[config.mk]
export PLATFORM = sky130hd
export DESIGN_NAME = mem_arbiter_flat
export DESIGN_NICKNAME = d
export VERILOG_FILES = /design/src/rtl/mem_arb_pkg.sv /design/src/rtl/mem_arbiter_if.sv /design/src/rtl/mem_arbiter_pick.sv /design/src/rtl/mem_arbiter.sv /design/src/flat_wrapper.sv
export SDC_FILE = /design/constraint.sdc
export NUM_CORES = 1
export LEC_CHECK = 0
export ABC_AREA = 1
export CAP_MARGIN = 0
export CORE_AREA = 8 8 334 336
export DETAILED_ROUTE_END_ITERATION = 10
export DIE_AREA = 0 0 342 344
export SYNTH_ARGS = -nofsm -noshare
export SYNTH_HDL_FRONTEND = slang
export SYNTH_HIERARCHICAL = 1
export SYNTH_SLANG_ARGS = --single-unit
[constraint.sdc]
create_clock -name clk -period 1.7 [get_ports clk]
set_input_delay 0.51 -clock clk [delete_from_list [all_inputs] [get_ports clk]]
set_output_delay 0.51 -clock clk [all_outputs]
set_load 0.005 [all_outputs]
[src/rtl/mem_arb_pkg.sv]
// Shared types and constants for the two-port line-memory arbiter.
package mem_arb_pkg;

    localparam int ADDR_W_DEF = 28;
    localparam int LINE_W_DEF = 128;

    typedef enum logic [1:0] {
        IDLE   = 2'd0,
        BUSY_I = 2'd1,
        BUSY_D = 2'd2
    } arb_state_e;

    localparam logic OWN_I = 1'b0;
    localparam logic OWN_D = 1'b1;

endpackage

[src/rtl/mem_arbiter_if.sv]
// Bus bundle for the arbiter: I-cache port, D-cache port and the shared memory port.
// slave = arbiter view, master = caches plus memory.
interface mem_arbiter_if
    import mem_arb_pkg::*;
#(
    parameter int ADDR_W = ADDR_W_DEF,
    parameter int LINE_W = LINE_W_DEF
);
    logic              mem_read_I;
    logic              mem_write_I;
    logic [ADDR_W-1:0] mem_addr_I;
    logic [LINE_W-1:0] mem_wdata_I;
    logic [LINE_W-1:0] mem_rdata_I;
    logic              mem_ready_I;

    logic              mem_read_D;
    logic              mem_write_D;
    logic [ADDR_W-1:0] mem_addr_D;
    logic [LINE_W-1:0] mem_wdata_D;
    logic [LINE_W-1:0] mem_rdata_D;
    logic              mem_ready_D;

    logic              mem_read;
    logic              mem_write;
    logic [ADDR_W-1:0] mem_addr;
    logic [LINE_W-1:0] mem_wdata;
    logic [LINE_W-1:0] mem_rdata;
    logic              mem_ready;

    modport slave (
        input  mem_read_I, mem_write_I, mem_addr_I, mem_wdata_I,
        output mem_rdata_I, mem_ready_I,
        input  mem_read_D, mem_write_D, mem_addr_D, mem_wdata_D,
        output mem_rdata_D, mem_ready_D,
        output mem_read, mem_write, mem_addr, mem_wdata,
        input  mem_rdata, mem_ready
    );

    modport master (
        output mem_read_I, mem_write_I, mem_addr_I, mem_wdata_I,
        input  mem_rdata_I, mem_ready_I,
        output mem_read_D, mem_write_D, mem_addr_D, mem_wdata_D,
        input  mem_rdata_D, mem_ready_D,
        input  mem_read, mem_write, mem_addr, mem_wdata,
        output mem_rdata, mem_ready
    );

endinterface

[src/rtl/mem_arbiter_pick.sv]
// Combinational winner selection between the I and D requesters.
// MEM_ARB_RR_EN: ties go to the port not granted last; otherwise D always wins ties.
module mem_arb_pick
    import mem_arb_pkg::*;
(
    input  logic req_I,
    input  logic req_D,
`ifdef MEM_ARB_RR_EN
    input  logic last_owner,
`endif
    output logic grant_valid,
    output logic grant_owner
);

    always_comb begin
        grant_valid = req_I | req_D;
        grant_owner = OWN_I;
        if (req_I && req_D) begin
`ifdef MEM_ARB_RR_EN
            grant_owner = (last_owner == OWN_I) ? OWN_D : OWN_I;
`else
            grant_owner = OWN_D;
`endif
        end else if (req_D) begin
            grant_owner = OWN_D;
        end
    end

endmodule

[src/rtl/mem_arbiter.sv]
// Serialises I-cache and D-cache line transactions onto one line memory.
// Optional MEM_ARB_RR_EN selects round-robin tie breaking in the picker.
module mem_arbiter
    import mem_arb_pkg::*;
#(
    parameter int ADDR_W = ADDR_W_DEF,
    parameter int LINE_W = LINE_W_DEF
)(
    input  logic          clk,
    input  logic          rst_n,
    mem_arbiter_if.slave  bus,
    output logic          arb_busy,
    output logic          arb_owner
);

    localparam logic [1:0] ST_IDLE   = IDLE;
    localparam logic [1:0] ST_BUSY_I = BUSY_I;
    localparam logic [1:0] ST_BUSY_D = BUSY_D;

    logic [1:0]        state_reg, state_next;
    logic              hold_read_reg, hold_write_reg;
    logic [ADDR_W-1:0] hold_addr_reg;
    logic [LINE_W-1:0] hold_wdata_reg;
    logic              owner_reg;

    logic req_i, req_d, grant_valid, grant_owner;
    logic              sel_read, sel_write;
    logic [ADDR_W-1:0] sel_addr;
    logic [LINE_W-1:0] sel_wdata;

    assign req_i = bus.mem_read_I | bus.mem_write_I;
    assign req_d = bus.mem_read_D | bus.mem_write_D;

    // The owner register doubles as the last-grant record for round-robin.
    mem_arb_pick u_pick (
        .req_I       (req_i),
        .req_D       (req_d),
`ifdef MEM_ARB_RR_EN
        .last_owner  (owner_reg),
`endif
        .grant_valid (grant_valid),
        .grant_owner (grant_owner)
    );

    // Write takes precedence when a requester raises both read and write.
    always_comb begin
        sel_write = (grant_owner == OWN_D) ? bus.mem_write_D : bus.mem_write_I;
        sel_read  = ((grant_owner == OWN_D) ? bus.mem_read_D : bus.mem_read_I) & ~sel_write;
        sel_addr  = (grant_owner == OWN_D) ? bus.mem_addr_D  : bus.mem_addr_I;
        sel_wdata = (grant_owner == OWN_D) ? bus.mem_wdata_D : bus.mem_wdata_I;
    end

    always_comb begin
        state_next = state_reg;
        case (state_reg)
            ST_IDLE: begin
                if (grant_valid)
                    state_next = (grant_owner == OWN_D) ? ST_BUSY_D : ST_BUSY_I;
            end
            ST_BUSY_I, ST_BUSY_D: begin
                if (bus.mem_ready)
                    state_next = ST_IDLE;
            end
            default: state_next = ST_IDLE;
        endcase
    end

    always_ff @(posedge clk or negedge rst_n) begin
        if (!rst_n) begin
            state_reg      <= ST_IDLE;
            hold_read_reg  <= 1'b0;
            hold_write_reg <= 1'b0;
            hold_addr_reg  <= '0;
            hold_wdata_reg <= '0;
            owner_reg      <= OWN_I;
        end else begin
            state_reg <= state_next;
            if (state_reg == ST_IDLE && grant_valid) begin
                hold_read_reg  <= sel_read;
                hold_write_reg <= sel_write;
                hold_addr_reg  <= sel_addr;
                hold_wdata_reg <= sel_wdata;
                owner_reg      <= grant_owner;
            end
        end
    end

    assign arb_busy  = (state_reg != ST_IDLE);
    assign arb_owner = owner_reg;

    // Memory side sees only the holding registers, so requester changes are invisible.
    assign bus.mem_read  = arb_busy & hold_read_reg;
    assign bus.mem_write = arb_busy & hold_write_reg;
    assign bus.mem_addr  = hold_addr_reg;
    assign bus.mem_wdata = hold_wdata_reg;

    assign bus.mem_ready_I = (state_reg == ST_BUSY_I) & bus.mem_ready;
    assign bus.mem_ready_D = (state_reg == ST_BUSY_D) & bus.mem_ready;
    assign bus.mem_rdata_I = bus.mem_rdata;
    assign bus.mem_rdata_D = bus.mem_rdata;

endmodule
[src/flat_wrapper.sv]
// flat-port wrapper written by rule: the top's interface ports become plain ports
module mem_arbiter_flat import mem_arb_pkg::*;
#(
    parameter int ADDR_W = ADDR_W_DEF,
    parameter int LINE_W = LINE_W_DEF
)
  (clk, rst_n, arb_busy, arb_owner, bus_mem_read_I, bus_mem_write_I, bus_mem_addr_I, bus_mem_wdata_I, bus_mem_rdata_I, bus_mem_ready_I, bus_mem_read_D, bus_mem_write_D, bus_mem_addr_D, bus_mem_wdata_D, bus_mem_rdata_D, bus_mem_ready_D, bus_mem_read, bus_mem_write, bus_mem_addr, bus_mem_wdata, bus_mem_rdata, bus_mem_ready);
  mem_arbiter_if #(.ADDR_W(ADDR_W), .LINE_W(LINE_W)) bus_i ();
  input  logic clk;
  input  logic rst_n;
  output logic arb_busy;
  output logic arb_owner;
  input wire logic [$bits(bus_i.mem_read_I)-1:0] bus_mem_read_I;
  input wire logic [$bits(bus_i.mem_write_I)-1:0] bus_mem_write_I;
  input wire logic [$bits(bus_i.mem_addr_I)-1:0] bus_mem_addr_I;
  input wire logic [$bits(bus_i.mem_wdata_I)-1:0] bus_mem_wdata_I;
  output wire logic [$bits(bus_i.mem_rdata_I)-1:0] bus_mem_rdata_I;
  output wire logic [$bits(bus_i.mem_ready_I)-1:0] bus_mem_ready_I;
  input wire logic [$bits(bus_i.mem_read_D)-1:0] bus_mem_read_D;
  input wire logic [$bits(bus_i.mem_write_D)-1:0] bus_mem_write_D;
  input wire logic [$bits(bus_i.mem_addr_D)-1:0] bus_mem_addr_D;
  input wire logic [$bits(bus_i.mem_wdata_D)-1:0] bus_mem_wdata_D;
  output wire logic [$bits(bus_i.mem_rdata_D)-1:0] bus_mem_rdata_D;
  output wire logic [$bits(bus_i.mem_ready_D)-1:0] bus_mem_ready_D;
  output wire logic [$bits(bus_i.mem_read)-1:0] bus_mem_read;
  output wire logic [$bits(bus_i.mem_write)-1:0] bus_mem_write;
  output wire logic [$bits(bus_i.mem_addr)-1:0] bus_mem_addr;
  output wire logic [$bits(bus_i.mem_wdata)-1:0] bus_mem_wdata;
  input wire logic [$bits(bus_i.mem_rdata)-1:0] bus_mem_rdata;
  input wire logic [$bits(bus_i.mem_ready)-1:0] bus_mem_ready;
  assign bus_i.mem_read_I = bus_mem_read_I;
  assign bus_i.mem_write_I = bus_mem_write_I;
  assign bus_i.mem_addr_I = bus_mem_addr_I;
  assign bus_i.mem_wdata_I = bus_mem_wdata_I;
  assign bus_mem_rdata_I = bus_i.mem_rdata_I;
  assign bus_mem_ready_I = bus_i.mem_ready_I;
  assign bus_i.mem_read_D = bus_mem_read_D;
  assign bus_i.mem_write_D = bus_mem_write_D;
  assign bus_i.mem_addr_D = bus_mem_addr_D;
  assign bus_i.mem_wdata_D = bus_mem_wdata_D;
  assign bus_mem_rdata_D = bus_i.mem_rdata_D;
  assign bus_mem_ready_D = bus_i.mem_ready_D;
  assign bus_mem_read = bus_i.mem_read;
  assign bus_mem_write = bus_i.mem_write;
  assign bus_mem_addr = bus_i.mem_addr;
  assign bus_mem_wdata = bus_i.mem_wdata;
  assign bus_i.mem_rdata = bus_mem_rdata;
  assign bus_i.mem_ready = bus_mem_ready;
  mem_arbiter #(.ADDR_W(ADDR_W), .LINE_W(LINE_W)) u_core (.clk(clk), .rst_n(rst_n), .bus(bus_i), .arb_busy(arb_busy), .arb_owner(arb_owner));
endmodule
## Yosys cells after proc, flatten, opt, wreduce, memory -nomap -nowiden

Index checks and enable logic that the tools add are counted.

- Bits in writable memories: 0
- Logic and storage cells: 35
- ROM bits: 0
- Memories: 0
- Input bits: 447
- Bits in registers: 161
- Latch bits: 0

- Reductions and logical operators: 6
- Shift-type cells: 0
- Equal/unequal tests: 4
- Bitwise logic cells: 9
- $lt $le $gt $ge: 0
- Divide/modulo/power cells: 0
- Add/subtract/negate cells: 0
- Multipliers: 0
- Muxes and demuxes: 10

Operator list:

| operator | number |
|---|---|
| $mux 128 | 1 |
| $mux 28 | 1 |
| $mux 2 | 3 |
| $and 1x1->1 | 5 |
| $mux 1 | 4 |
| $pmux 2 s2 | 1 |
| $or 1x1->1 | 3 |
| $eq 2x1->1 const B | 1 |
| $eq 2x2->1 const B | 1 |
| $logic_and 1x1->1 | 2 |
| $logic_not 2->1 | 1 |
| $ne 2x1->1 const B | 1 |
| $ne 2x2->1 const B | 1 |
| $reduce_and 2->1 | 1 |
| $reduce_bool 2->1 | 1 |
| $reduce_or 2->1 | 1 |
| $not 1->1 | 1 |

## Logic depth before layout (Yosys ltp)

- Depth in word-level cells: 6
- Mapped depth: 9
- Depth with buffers taken out: 8

## Hierarchy

The synthesis kept the hierarchy.

Modules (own cells, without submodules):

| module | area each (sq um) | sequential area each (sq um) | cells each | instances |
|---|---|---|---|---|
| mem_arbiter | 10,043.4 | 4,028.9 | 1,311 | 1 |
| mem_arb_pick | 15.0 | 0.0 | 4 | 1 |

## Worst setup path after synthesis

Ideal clock, no wire load.

- Kind: in2reg
- From: in bus_mem_write_D
- To: reg u_core.hold_addr_reg[0] (netlist: u_core/bus.mem_addr[0])
- Buffers on the path: 3
- Setup slack: 0.008 ns
- Data arrival time: 1.569 ns
- Setup time: 0.124 ns
- Cell stages on the path: 8
- Cells stage by stage: or2_2 -> clkbuf_1 -> inv_2 -> buf_2 -> buf_2 -> nand2_1 -> o211ai_1 -> nand2_1

- Word-level cells in the longest chain between the ends: 4
- Elaborated cells between the ends (all ways): 7

Ends and longest elaborated chain:

| item | line | text |
|---|---|---|
| from (decl) | flat_wrapper.sv:20 | `input wire logic [$bits(bus_i.mem_write_D)-1:0] bus_mem_write_D;` |
| $or 1x1->1 (*) | mem_arbiter.sv:32 | `assign req_d = bus.mem_read_D \| bus.mem_write_D;` |
| $mux 1 / $logic_and 1x1->1 (equally long branches) | mem_arbiter_pick.sv:24, mem_arbiter_pick.sv:18 |  |
| $mux 1 (*) | mem_arbiter_pick.sv:18 | `if (req_I && req_D) begin` |
| named net u_core.grant_owner | mem_arbiter.sv:26 | `logic req_i, req_d, grant_valid, grant_owner;` |
| $mux 28 (*) | mem_arbiter.sv:49 | `sel_addr = (grant_owner == OWN_D) ? bus.mem_addr_D : bus.mem_addr_I;` |
| to (signal assigned) | mem_arbiter.sv:81 | `hold_addr_reg <= sel_addr;` |
| to (decl) | mem_arbiter.sv:22 | `logic [ADDR_W-1:0] hold_addr_reg;` |

Mark *: on every way through the listed nets, which the timed path passes. The rest lies on a longest branch.
A chain may end at the register's enable or synchronous reset.

## Final worst setup path

- From: reg u_core.state_reg[1]
- To: out bus_mem_ready_D

- Word-level cells in the longest chain between the ends: 2

Ends and longest elaborated chain:

| item | line | text |
|---|---|---|
| from (decl) | mem_arbiter.sv:20 | `logic [1:0] state_reg, state_next;` |
| from (signal assigned) | mem_arbiter.sv:77 | `state_reg <= state_next;` |
| $eq 2x2->1 | mem_arbiter.sv:98 | `assign bus.mem_ready_D = (state_reg == ST_BUSY_D) & bus.mem_ready;` |
| $and 1x1->1 | mem_arbiter.sv:98 |  |
| to (decl) | flat_wrapper.sv:24 | `output wire logic [$bits(bus_i.mem_ready_D)-1:0] bus_mem_ready_D;` |

No other way between the ends.

==> qor.yml <==
p_seq_share_pct: 27.4
synthMostInstantiatedCell: "nand2_1"
postSynthCellCount: 1315
rsz0062_at_grt: "yes"
wl_per_cell_um: 19.4
leakage_nw: 7.75
grt_max_degree: 62
start_util_pct: 9.46
finalHoldViolCount: 0
rows: 120
crit_fanout: 3
multiInputGateArea_um2: 3220
dpl.hpwl_um: 44700
instances_no_fill: 3072
slew_violations: 0
clkTransAtPathRegs_ns: 0.07
synth_flop_cell: "dfrtp_1"
max-vdd-ir-drop_mv: 0.602
worst_pin_slew_ns: 0.533
dr_total_vias: 9644
routabilityCongestion: 0.796
syn_nets: 1766
grt_overflow: 0
async_reset_ff_share_pct: 100
drc: 0
layout_min_cycle_time_ns: 2.04
final_antenna_net_count: 0
drive_above_1_share_pct: 16.4
vias_per_cell: 3.14
core_um2: 106000
grt_pass1_vias: 9980
violations: "negative setup slack"
clk_latency_ns: 0.49
num-fill-cells: 12200
synth_common_cells: "nand2_1, buf_4, inv_1"
cts_tree: "built"
outcome: "finished, violations left"
diodes: 0
ys_seq_area_share_pct: 40.1
synthXorXnorAreaFrac_pct: 0
arrival_ns: 1.53
first_pass_iters: 4
hp-class: "register to register"
antenna_found_initial: 18
seqCellArea_um2: 4030
io_pins: 865
area_growth_pct: 69.9
max_freq_ghz: 0.491
cp.required_ns: 1.19
swShare_pct: 38.8
largest_reg_flops: 128
drt_iter0_markers: 386
synth.avg_cell_area_um2: 7.65
period_share_pct: 120
dpl-instance-area_um2: 15200
drv_cap: 0
synth_edf_count: 0
die_w_um: 342
synth_compound_area_share_pct: 11.8
dp_cells: 2962
synth_mux_area_share_pct: 0
internal-power_mw: 15.7
ctsHtreeMaxLevel: 4
numCtsBuffers: 17
synth_top_family_by_area: "buffers and inverters"
powerDensity_nw_per_um2: 1500
skew_ns: 0.0120
die_h_um: 344
clockBufferDepth: 2
finalWirelength_um: 59600
yosys.area_share.simple_pct: 18.6
crit_type: "register to primary output"
fin_ws_ns: -0.337
combPwrFrac_pct: 56.3
syn_area_um2: 10100
dieArea_um2: 118000
synth_top_area_share_pct: 40.1
cts_sinks: 161
io_buffers: 480
synthTopCellsByArea: "dfrtp_1, buf_4, nand2_1"
r2r_slack_ns: -0.17
grt_pass1_wl_um: 74900
relSlewSlack_pct: 64.4
yosys.area.top_type: "dfrtp_1"
finalSetupViolations: 160
critPathLaunchType: "register"
synthAdderAreaFrac_pct: 0.498
power.switching_mw: 9.96
yosysWarnings: 6
ys_types: 15
ys_ff_latch: 161
nNetsFinal: 2107
clockPowerShare_pct: 16.4
final_area_um2: 17100
critical_path.endpoint_type: "primary output"
grt_use_total_pct: 9.15
cts_root_buf: "clkbuf_16"
## path summary, 6_finish.rpt
check,endpoint,startpoint,cells after the start
min in group asynchronous,u_core/bus.mem_addr[12],rst_n,2
min,u_core/bus.mem_wdata[96],u_core/bus.mem_wdata[96],2
max in group asynchronous,u_core/bus.mem_wdata[40],rst_n,3
max reg2reg,u_core/bus.mem_wdata[77],u_core/state_reg[0],11
min reg2reg,u_core/bus.mem_wdata[96],u_core/bus.mem_wdata[96],2
max,bus_mem_ready_D,u_core/state_reg[1],6
## metal layers
metal	global-route usage (%)	vias to the layer above	wire, um
li1	-	4508	-
met1	10.1	4318	22700
met2	14.0	647	26800
met3	5.09	159	7180
met4	4.78	12	2710
met5	1.50	-	304
## metrics by stage
| stage | TNS (ns) | power (mW) | worst slack, ns | hold slack (ns) | util, % |
|---|---|---|---|---|---|
| global route | -27.95 | 27.5 | -0.464 | 0.495 | 16.1 |
| finish | -12.48 | 25.7 | -0.337 | 0.472 | 16.1 |
| global placement | -101.04 | 18.8 | -0.710 | 0.461 | 14.3 |
| floorplan | 0 | 11.5 | 0.00755 | 0.214 | - |
| CTS | -2.08 | 23.5 | -0.495 | 0.484 | 15.4 |
| detailed placement | -104.33 | 18.9 | -0.713 | 0.465 | 14.3 |
## worst max-delay path, cell delays in order, from the launching register on
cell and delay (ns):
dfrtp_2 0.42, buf_4 0.14, ha_4 0.15, buf_12 0.13
nand2_4 0.06, inv_2 0.04, buf_6 0.10
## final cells by class
class | count | area share [%]
timing repair buffer | 647 | 39.9
inverter | 171 | 3.98
tap | 1403 | 10.3
clock buffer | 19 | 2.59
clock inverter | 13 | 0.879
multi-input combinational | 658 | 18.8
sequential | 161 | 23.6
## layout by cell type (no fill, tap or decap), drive strengths merged
master	netlist	final
dlygate4sd3	0	1
nand3	2	2
buf	311	185
bufinv	0	2
o211ai	156	156
inv	171	176
nor2	2	2
nand2	489	489
or2	2	2
ha	4	4
clkdlybuf4s50	0	313
dlygate4sd2	0	7
dfrtp	161	161
bufbuf	0	3
clkinvlp	0	1
clkinv	0	5
clkbuf	14	36
clkdlybuf4s15	0	121
o21ai	3	3
## power by group through the flow
stage | Clock [mW] | Combinational, mW | Sequential (mW)
2_1_floorplan | 0 | 4.51 | 7.00
3_5_place_dp | 0 | 11.9 | 7.04
4_1_cts | 4.45 | 12.0 | 7.03
3_3_place_gp | 0 | 11.8 | 7.04
6_report | 4.20 | 14.4 | 7.02
5_1_grt | 4.58 | 15.6 | 7.26
## cells by family (layout without fill, tap and decap cells)
kind of cell               after synthesis  count (layout)
and+or+nand+nor                        495             495
AOI/OAI and AO/OA                      159             159
buffers and inverters                  496             850
DFF                                    161             161
adders and majority gates                4               4
## timing repair
action	in CTS	in global routing
hold buffers	1	0
gates resized for setup	420	75
setup buffers	40	14
pin swaps	7	171
cloned	5	19
hold endpoints to repair	32	0
endpoints found under the setup margin	318	132
No activity file was read; power rests on OpenSTA's default activity.
